`src/rtl/fetch_queue_pkg.sv`:
```
// Shared constants for the prefetching fetch front end: default geometry,
// reset PC, the decode-bubble NOP encoding and the sequential PC step.
package fetch_queue_pkg;

   localparam int          FQ_DEPTH    = 4;
   localparam int          FQ_XLEN     = 32;
   localparam logic [31:0] FQ_RESET_PC = 32'h0000_0000;
   localparam logic [31:0] INS_NOP     = 32'h0000_0013;
   localparam int          PC_STEP     = 4;

   // Used at elaboration to reject FIFO depths that break pointer wrap-around.
   function automatic bit is_pow2(input int value);
      return (value > 0) && ((value & (value - 1)) == 0);
   endfunction

endpackage

```
`src/rtl/fetch_queue_if.sv`:
```
// Bundle of the redirect, instruction-memory and decode handshakes around fetch_queue.
// The master modport is the fetch_queue side; slave is memory/decode/branch unit.
interface fetch_queue_if #(
   parameter int DEPTH = 4,
   parameter int XLEN  = 32
);

   logic                    redirect;
   logic [XLEN-1:0]         redirect_pc;
   logic                    imem_req_valid;
   logic                    imem_req_ready;
   logic [XLEN-1:0]         imem_req_addr;
   logic                    imem_rsp_valid;
   logic [XLEN-1:0]         imem_rsp_data;
   logic                    out_valid;
   logic                    out_ready;
   logic [XLEN-1:0]         out_pc;
   logic [XLEN-1:0]         out_ins;
   logic [$clog2(DEPTH):0]  count;

   modport master (
      input  redirect, redirect_pc, imem_req_ready, imem_rsp_valid, imem_rsp_data, out_ready,
      output imem_req_valid, imem_req_addr, out_valid, out_pc, out_ins, count
   );

   modport slave (
      output redirect, redirect_pc, imem_req_ready, imem_rsp_valid, imem_rsp_data, out_ready,
      input  imem_req_valid, imem_req_addr, out_valid, out_pc, out_ins, count
   );

endinterface

```
`src/rtl/fetch_fifo.sv`:
```
// Synchronous FIFO with push/pop/clear and occupancy count; head is read straight
// from storage so it only shows entries written on an earlier edge.
module fetch_fifo #(
   parameter int DEPTH = 4,
   parameter int WIDTH = 64
) (
   input  logic                   clk,
   input  logic                   rst_n,
   input  logic                   i_clear,
   input  logic                   i_push,
   input  logic [WIDTH-1:0]       i_push_data,
   input  logic                   i_pop,
   output logic [WIDTH-1:0]       o_head,
   output logic [$clog2(DEPTH):0] o_count,
   output logic                   o_empty,
   output logic                   o_full
);

   localparam int              AW         = $clog2(DEPTH);
   localparam int              CW         = AW + 1;
   localparam logic [CW-1:0]   FULL_COUNT = CW'(DEPTH);

   logic [WIDTH-1:0] r_mem [DEPTH];
   logic [AW-1:0]    r_rd_ptr;
   logic [AW-1:0]    r_wr_ptr;
   logic [CW-1:0]    r_count;
   logic             w_push_ok;
   logic             w_pop_ok;

   assign o_empty   = (r_count == '0);
   assign o_full    = (r_count == FULL_COUNT);
   assign w_push_ok = i_push && !o_full;
   assign w_pop_ok  = i_pop && !o_empty;
   assign o_head    = r_mem[r_rd_ptr];
   assign o_count   = r_count;

   // Storage is zeroed on reset so the head reads as zero until the first write.
   always_ff @(posedge clk or negedge rst_n) begin
      if (!rst_n) begin
         r_rd_ptr <= '0;
         r_wr_ptr <= '0;
         r_count  <= '0;
         for (int i = 0; i < DEPTH; i++) begin
            r_mem[i] <= '0;
         end
      end else if (i_clear) begin
         r_rd_ptr <= '0;
         r_wr_ptr <= '0;
         r_count  <= '0;
      end else begin
         if (w_push_ok) begin
            r_mem[r_wr_ptr] <= i_push_data;
            r_wr_ptr        <= r_wr_ptr + AW'(1);
         end
         if (w_pop_ok) begin
            r_rd_ptr <= r_rd_ptr + AW'(1);
         end
         r_count <= r_count + CW'(w_push_ok) - CW'(w_pop_ok);
      end
   end

endmodule

```
`src/rtl/fetch_queue.sv`:
```
// Prefetching fetch front end: issues sequential requests ahead of decode, buffers
// returned instructions with their PCs, and flushes everything on a redirect.
module fetch_queue
   import fetch_queue_pkg::*;
#(
   parameter int              DEPTH    = FQ_DEPTH,
   parameter int              XLEN     = FQ_XLEN,
   parameter logic [XLEN-1:0] RESET_PC = XLEN'(FQ_RESET_PC)
) (
   input logic           clk,
   input logic           rst_n,
   fetch_queue_if.master bus
);

   localparam int            CW           = $clog2(DEPTH) + 1;
   localparam logic [CW:0]   CREDIT_LIMIT = (CW + 1)'(DEPTH);

   if ((DEPTH < 2) || !is_pow2(DEPTH)) begin : g_bad_depth
      $error("fetch_queue: DEPTH must be a power of two and at least 2");
   end

   logic [XLEN-1:0]   r_fetch_pc;
   logic [CW-1:0]     r_inflight;
   logic [CW-1:0]     r_drop;

   logic [2*XLEN-1:0] w_head;
   logic [CW-1:0]     w_count;
   logic              w_empty;
   logic              w_full;
   logic [XLEN-1:0]   w_pend_pc;
   logic [CW-1:0]     w_pend_count;
   logic              w_pend_empty;
   logic              w_pend_full;
   logic [CW:0]       w_credit_used;
   logic              w_req_valid;
   logic              w_req_fire;
   logic              w_rsp;
   logic              w_drop_active;
   logic              w_rsp_keep;
   logic              w_pop;
   logic              w_unused_pc_lsbs;

   // Every accepted-but-undropped request reserves a slot, so an undropped response
   // always finds room; rst_n gates the request so nothing is offered while in reset.
   assign w_credit_used = {1'b0, w_count} + {1'b0, r_inflight} - {1'b0, r_drop};
   assign w_req_valid   = rst_n && !bus.redirect && (w_credit_used < CREDIT_LIMIT);
   assign w_req_fire    = w_req_valid && bus.imem_req_ready;
   assign w_rsp         = bus.imem_rsp_valid;
   assign w_drop_active = (r_drop != '0);
   assign w_rsp_keep    = w_rsp && !bus.redirect && !w_drop_active;
   assign w_pop         = !w_empty && bus.out_ready && !bus.redirect;

   assign w_unused_pc_lsbs = ^bus.redirect_pc[1:0];

   assign bus.imem_req_valid = w_req_valid;
   assign bus.imem_req_addr  = r_fetch_pc;
   assign bus.out_valid      = !w_empty;
   assign bus.out_pc         = w_head[2*XLEN-1:XLEN];
   assign bus.out_ins        = w_head[XLEN-1:0];
   assign bus.count          = w_count;

   // PCs of live requests wait here until their responses return in order; the
   // queue is cleared on redirect because stale responses are only counted, not paired.
   fetch_fifo #(
      .DEPTH (DEPTH),
      .WIDTH (XLEN)
   ) u_pend_pc (
      .clk         (clk),
      .rst_n       (rst_n),
      .i_clear     (bus.redirect),
      .i_push      (w_req_fire),
      .i_push_data (r_fetch_pc),
      .i_pop       (w_rsp_keep),
      .o_head      (w_pend_pc),
      .o_count     (w_pend_count),
      .o_empty     (w_pend_empty),
      .o_full      (w_pend_full)
   );

   fetch_fifo #(
      .DEPTH (DEPTH),
      .WIDTH (2 * XLEN)
   ) u_ins_fifo (
      .clk         (clk),
      .rst_n       (rst_n),
      .i_clear     (bus.redirect),
      .i_push      (w_rsp_keep),
      .i_push_data ({w_pend_pc, bus.imem_rsp_data}),
      .i_pop       (w_pop),
      .o_head      (w_head),
      .o_count     (w_count),
      .o_empty     (w_empty),
      .o_full      (w_full)
   );

   // A redirect turns every request still in flight (after this cycle's response)
   // into one to be discarded, and restarts fetch at the word-aligned target.
   always_ff @(posedge clk or negedge rst_n) begin
      if (!rst_n) begin
         r_fetch_pc <= RESET_PC;
         r_inflight <= '0;
         r_drop     <= '0;
      end else begin
         r_inflight <= r_inflight + CW'(w_req_fire) - CW'(w_rsp);
         if (bus.redirect) begin
            r_drop     <= r_inflight - CW'(w_rsp);
            r_fetch_pc <= {bus.redirect_pc[XLEN-1:2], 2'b00};
         end else begin
            if (w_rsp && w_drop_active) begin
               r_drop <= r_drop - CW'(1);
            end
            if (w_req_fire) begin
               r_fetch_pc <= r_fetch_pc + XLEN'(PC_STEP);
            end
         end
      end
   end

   a_rsp_has_request: assert property (@(posedge clk) disable iff (!rst_n)
      w_rsp |-> (r_inflight != '0));

   a_pend_tracks_live: assert property (@(posedge clk) disable iff (!rst_n)
      (w_pend_count == (r_inflight - r_drop)) && (w_pend_empty == (w_pend_count == '0))
      && !(w_pend_full && w_req_fire));

   a_no_push_when_full: assert property (@(posedge clk) disable iff (!rst_n)
      !(w_rsp_keep && w_full));

endmodule

```
`src/flat_wrapper.sv`:
```
// flat-port wrapper written by rule: the top's interface ports become plain ports
module fetch_queue_flat import fetch_queue_pkg::*;
#(
   parameter int              DEPTH    = FQ_DEPTH,
   parameter int              XLEN     = FQ_XLEN,
   parameter logic [XLEN-1:0] RESET_PC = XLEN'(FQ_RESET_PC)
)
  (clk, rst_n, bus_redirect, bus_redirect_pc, bus_imem_req_ready, bus_imem_rsp_valid, bus_imem_rsp_data, bus_out_ready, bus_imem_req_valid, bus_imem_req_addr, bus_out_valid, bus_out_pc, bus_out_ins, bus_count);
  fetch_queue_if #(.DEPTH(DEPTH), .XLEN(XLEN)) bus_i ();
  input logic clk;
  input logic rst_n;
  input wire logic [$bits(bus_i.redirect)-1:0] bus_redirect;
  input wire logic [$bits(bus_i.redirect_pc)-1:0] bus_redirect_pc;
  input wire logic [$bits(bus_i.imem_req_ready)-1:0] bus_imem_req_ready;
  input wire logic [$bits(bus_i.imem_rsp_valid)-1:0] bus_imem_rsp_valid;
  input wire logic [$bits(bus_i.imem_rsp_data)-1:0] bus_imem_rsp_data;
  input wire logic [$bits(bus_i.out_ready)-1:0] bus_out_ready;
  output wire logic [$bits(bus_i.imem_req_valid)-1:0] bus_imem_req_valid;
  output wire logic [$bits(bus_i.imem_req_addr)-1:0] bus_imem_req_addr;
  output wire logic [$bits(bus_i.out_valid)-1:0] bus_out_valid;
  output wire logic [$bits(bus_i.out_pc)-1:0] bus_out_pc;
  output wire logic [$bits(bus_i.out_ins)-1:0] bus_out_ins;
  output wire logic [$bits(bus_i.count)-1:0] bus_count;
  assign bus_i.redirect = bus_redirect;
  assign bus_i.redirect_pc = bus_redirect_pc;
  assign bus_i.imem_req_ready = bus_imem_req_ready;
  assign bus_i.imem_rsp_valid = bus_imem_rsp_valid;
  assign bus_i.imem_rsp_data = bus_imem_rsp_data;
  assign bus_i.out_ready = bus_out_ready;
  assign bus_imem_req_valid = bus_i.imem_req_valid;
  assign bus_imem_req_addr = bus_i.imem_req_addr;
  assign bus_out_valid = bus_i.out_valid;
  assign bus_out_pc = bus_i.out_pc;
  assign bus_out_ins = bus_i.out_ins;
  assign bus_count = bus_i.count;
  fetch_queue #(.DEPTH(DEPTH), .XLEN(XLEN), .RESET_PC(RESET_PC)) u_core (.clk(clk), .rst_n(rst_n), .bus(bus_i));
endmodule
```
`config.mk`:
```
export PLATFORM = sky130hd
export DESIGN_NAME = fetch_queue_flat
export DESIGN_NICKNAME = d
export VERILOG_FILES = /design/src/rtl/fetch_queue_pkg.sv /design/src/rtl/fetch_queue_if.sv /design/src/rtl/fetch_fifo.sv /design/src/rtl/fetch_queue.sv /design/src/flat_wrapper.sv
export SDC_FILE = /design/constraint.sdc
export NUM_CORES = 1
export LEC_CHECK = 0
export ABC_AREA = 0
export CORE_UTILIZATION = 60
export DETAILED_ROUTE_END_ITERATION = 7
export PLACE_DENSITY = 0.82
export REMOVE_ABC_BUFFERS = 1
export SYNTH_ARGS = -nofsm -noshare
export SYNTH_HDL_FRONTEND = slang
export SYNTH_SLANG_ARGS = --single-unit
```
`constraint.sdc`:
```
create_clock -name clk -period 9 [get_ports clk]
set_input_delay 1.35 -clock clk [delete_from_list [all_inputs] [get_ports clk]]
set_output_delay 1.35 -clock clk [all_outputs]
set_load 0.05 [all_outputs]
```
==> summary.md <==
| Metric | Value |
|---|---|
| Port buffer count | `around 160` |
| Startpoint Class | `register` |
| Antenna Violating Nets Remaining | `0` |
| Die area | `32800 um^2` |
| Clk_skew | `~0.017 ns` |
| Final Hold Vio Count | `0` |
| Max FO, Critical Path | `5` |
| Core Box Area | `31600 um^2` |
| I/O Pins | `171` |
| DR WL/cell | `22.4 um` |
| Nets | `between 1000 and 1500` |
| Clock Pin Slew Worst Setup and Hold Paths | `about 0.060 ns` |
| Critical Path AT | `roughly 3.6 ns` |
| Drt via density | `a little over 6` |
| Clock sink count | `418` |
| Crit path top cell by count | `inv_1` |
| Setup violators final | `0` |
| Clock Path Buffers | `3` |
| N_diodes | `0` |
| Static leakage | `10.6 nW` |
| Non-filler instance count after layout | `approximately 1800` |
| Slew headroom | `0.247` |
| Residual DRC | `0` |
| Initial antenna violation count | `0` |
| Pin count of the biggest net entering global routing | `85` |
| PwrDens | `311 nW/um^2` |
| Setup TNS Final | `0 ns` |
| Number of max-cap violations | `0` |
| Clock root buffer | `clkbuf_16` |
| Post-cts sizing count | `0` |
| Layout cell share with drive strength beyond 1 | `0.390` |
| Synth warn | `0` |
| Die X | `between 150 and 200 um` |
| Crit path cell chain | `inv_1 > fa_1 > inv_1 > ha_1 > and3b_1 > nor2_1 > mux2i_1 > o21ai_0 > and3_1 > clkdlybuf4s50_1` |
| R2r endpoint | `u_core.u_pend_pc.o_count[2]$_DFF_PN0_` |
| Synth cell types | `58` |
| Worst setup margin | `approximately 4 ns` |
| Placement Setup Slack | `approximately 4.3 ns` |
| CP top delay family | `buffers and inverters` |
| CP Capture Type | `primary output` |
| Maximum VDD drop | `0.219 mV` |
| Htree depth | `2` |
| Drt total wl | `about 40000 um` |
| Vias in the first global route | `12108` |
| Max Clock Freq | `about 0.20 GHz` |
| First-pass GRT wire length | `around 67000 um` |
| Post-Syn Instances | `around 1300` |
| Dominant synthesized flop cell | `dfrtp_1` |
| Status | `completed` |
| Buf/Inv on CP | `3` |
| Worst Hold Depth | `1` |
| Share of the synthesized area in the top cell type | `0.543` |
| Worst-Margin Slew | `1.13 ns` |
| Crit-path slowest cell | `clkdlybuf4s50_1` |
| Via count | `around 11000` |
| Final core utilization | `0.713` |
| Tot GR Track Use | `0.261` |
| FFs w/ async S/R, synth | `1.00` |
| Area growth from synthesis to layout | `16.8%` |
| Critical Path Source | `u_core.u_ins_fifo.o_count[1]$_DFF_PN0_` |
| Post-DP HPWL | `24800 um` |
| Dpl cells | `around 1700` |
| Total gr overflow | `0` |
| Minimum clock period | `~4.9 ns` |
| Sequential share of the synthesized area | `0.543` |
| WP depth | `10` |
| DRT Pass-1 Iters | `6` |
| Number of synthesized flops with an enable pin | `0` |
| Chip height | `approximately 180 um` |
| Skew-Pair Late Insertion Delay | `between 0.5 and 0.6 ns` |
| Worst reg-to-reg path cell count | `15` |
| R2R Path Start | `u_core.u_ins_fifo.o_count[1]$_DFF_PN0_` |
| Crit-path max cell delay | `approximately 0.8 ns` |
| FP Rows | `between 60 and 70` |
| Syn Area/Cell | `between 15 and 20 um^2` |
| Initial core utilization | `0.611` |
| FF-to-FF setup slack | `roughly 5 ns` |
| Synth top area cells | `dfrtp_1 54%, mux2_2 19%, mux4_2 11%` |
| Post-CTS Setup Bufs | `0` |
| #FFs+latches synth | `around 420` |
| Initial DRC count | `between 600 and 700` |
| Cts hold-fix bufs | `0` |
| Last weighted congestion value of the routability-driven placer | `between 0.8 and 0.9` |
| Cts bufs inserted | `43` |
| Syn Std Cell Area | `between 15000 and 20000 um^2` |
| RSZ-0062 raised after global routing | `no` |
| Worst path required time | `roughly 7.7 ns` |
| Fin crit share | `0.545` |
| CTS tree | `yes` |
| CP Class | `reg2out` |
| Max Slew Vio Count | `0` |
| Hold EP | `u_core.u_ins_fifo.r_mem[64]$_DFFE_PN0P_` |
| Hold_sp | `u_core.u_ins_fifo.r_mem[64]$_DFFE_PN0P_` |
| Hold crit path type | `reg2reg` |
| Biggest area consumer among synthesized cells | `dfrtp_1` |
-- per-stage QoR --
step / total power [W] / hold WS [ns] / instance area (um^2)
final: 0.00699 / 0.497 / 22500
after global routing: 0.00731 / 0.508 / 22500
after CTS: 0.00704 / 0.500 / 22500
after detailed placement: 0.00524 / 0.487 / 21100
after global placement: 0.00514 / 0.470 / 21100
after floorplan: 0.00443 / 0.459 / 18800
-- cell usage in the layout (no fill, tap or decap), types with 5 or more instances in the layout --
cell / n
nor4_1: 6
nand2_1: 37
nand4_1: 7
or3_1: 5
clkbuf_1: 12
ha_1: 22
mux2_4: 40
xnor2_1: 11
nand3_1: 17
nor2_1: 19
inv_1: 30
clkbuf_8: 9
nor3_1: 9
clkinv_2: 8
a221o_1: 8
clkbuf_16: 44
mux2_2: 328
xor2_1: 7
fa_1: 5
mux2i_1: 5
nand2_4: 8
mux4_2: 92
dfrtp_1: 414
and4_1: 5
clkdlybuf4s50_1: 162
and2_1: 5
o21ai_0: 23
buf_4: 10
-- power by group --
group / switching [W] / internal, W / total [W]
combinational: 0.00139 / 0.00116 / 0.00255
clock: 0.000725 / 0.00106 / 0.00179
sequential: 0.000337 / 0.00231 / 0.00265
total: 0.00245 / 0.00454 / 0.00699
-- how the worst max path moves through the flow --
stage	to	slack, ns
3_5_place_dp	bus_imem_req_valid	4.29
2_1_floorplan	bus_out_ins[0]	4.31
6_report	bus_imem_req_valid	4.09
4_1_cts	bus_imem_req_valid	4.06
5_1_grt	bus_imem_req_valid	3.86
3_3_place_gp	bus_imem_req_valid	4.32
-- synthesized netlist by cell type (4+ instances only) --
cell,number
nor3_1,9
o21ai_0,23
mux4_2,92
nor4_1,6
nor2_1,19
xor2_1,7
a211o_1,4
xnor2_1,11
or3_1,5
nand4_1,7
inv_1,30
o31ai_1,4
fa_1,5
clkbuf_1,54
nand2_1,41
mux2i_1,5
nand2_4,4
or4_1,4
mux2_2,328
mux2_4,40
a2111oi_0,4
a21boi_0,4
buf_4,4
and4_1,5
a221o_1,8
and2_1,5
buf_2,6
ha_1,22
nand3_1,17
nor2b_1,4
buf_6,13
buf_1,12
dfrtp_1,418
-- cell families after synthesis --
kind of cell / Yosys count / share of synthesized area
simple gates: 137 / 0.0380
flops: 418 / 0.543
compound gates: 71 / 0.0277
buf+inv: 120 / 0.0297
fa+ha+maj: 27 / 0.0195
xor+xnor: 18 / 0.00818
other cells: 1 / 0.000195
mux: 467 / 0.334
-- sequential cells by signal, summed over array words and instances, names as in the netlist --
| name | cells |
|---|---|
| u_core.u_pend_pc.o_count | 3 |
| u_core.r_drop | 3 |
| u_core.u_pend_pc.r_wr_ptr | 2 |
| u_core.bus.imem_req_addr | 30 |
| u_core.u_pend_pc.r_mem | 120 |
| u_core.u_ins_fifo.o_count | 3 |
| u_core.u_ins_fifo.r_mem | 248 |
| u_core.r_inflight | 3 |
| u_core.u_ins_fifo.r_wr_ptr | 2 |
| u_core.u_ins_fifo.r_rd_ptr | 2 |
| u_core.u_pend_pc.r_rd_ptr | 2 |
-- layout make-up --
class,count,area (um^2)
clock inverters,13,155
fillers,2097,9050
well taps,402,503
multi-input cells,724,8280
clock buffers,65,1270
repair buffers,174,1720
flip-flops and latches,418,10500
inverters,30,113
-- per-layer routing --
metal / up-vias / routed length (um) / GRT usage
li1: 4907 / - / -
met1: 5922 / 17400 / 0.359
met2: 314 / 20300 / 0.429
met3: 68 / 2040 / 0.0413
met4: 0 / 1130 / 0.0817
met5: - / 0 / 0
Power figures use the tool's default switching activity.
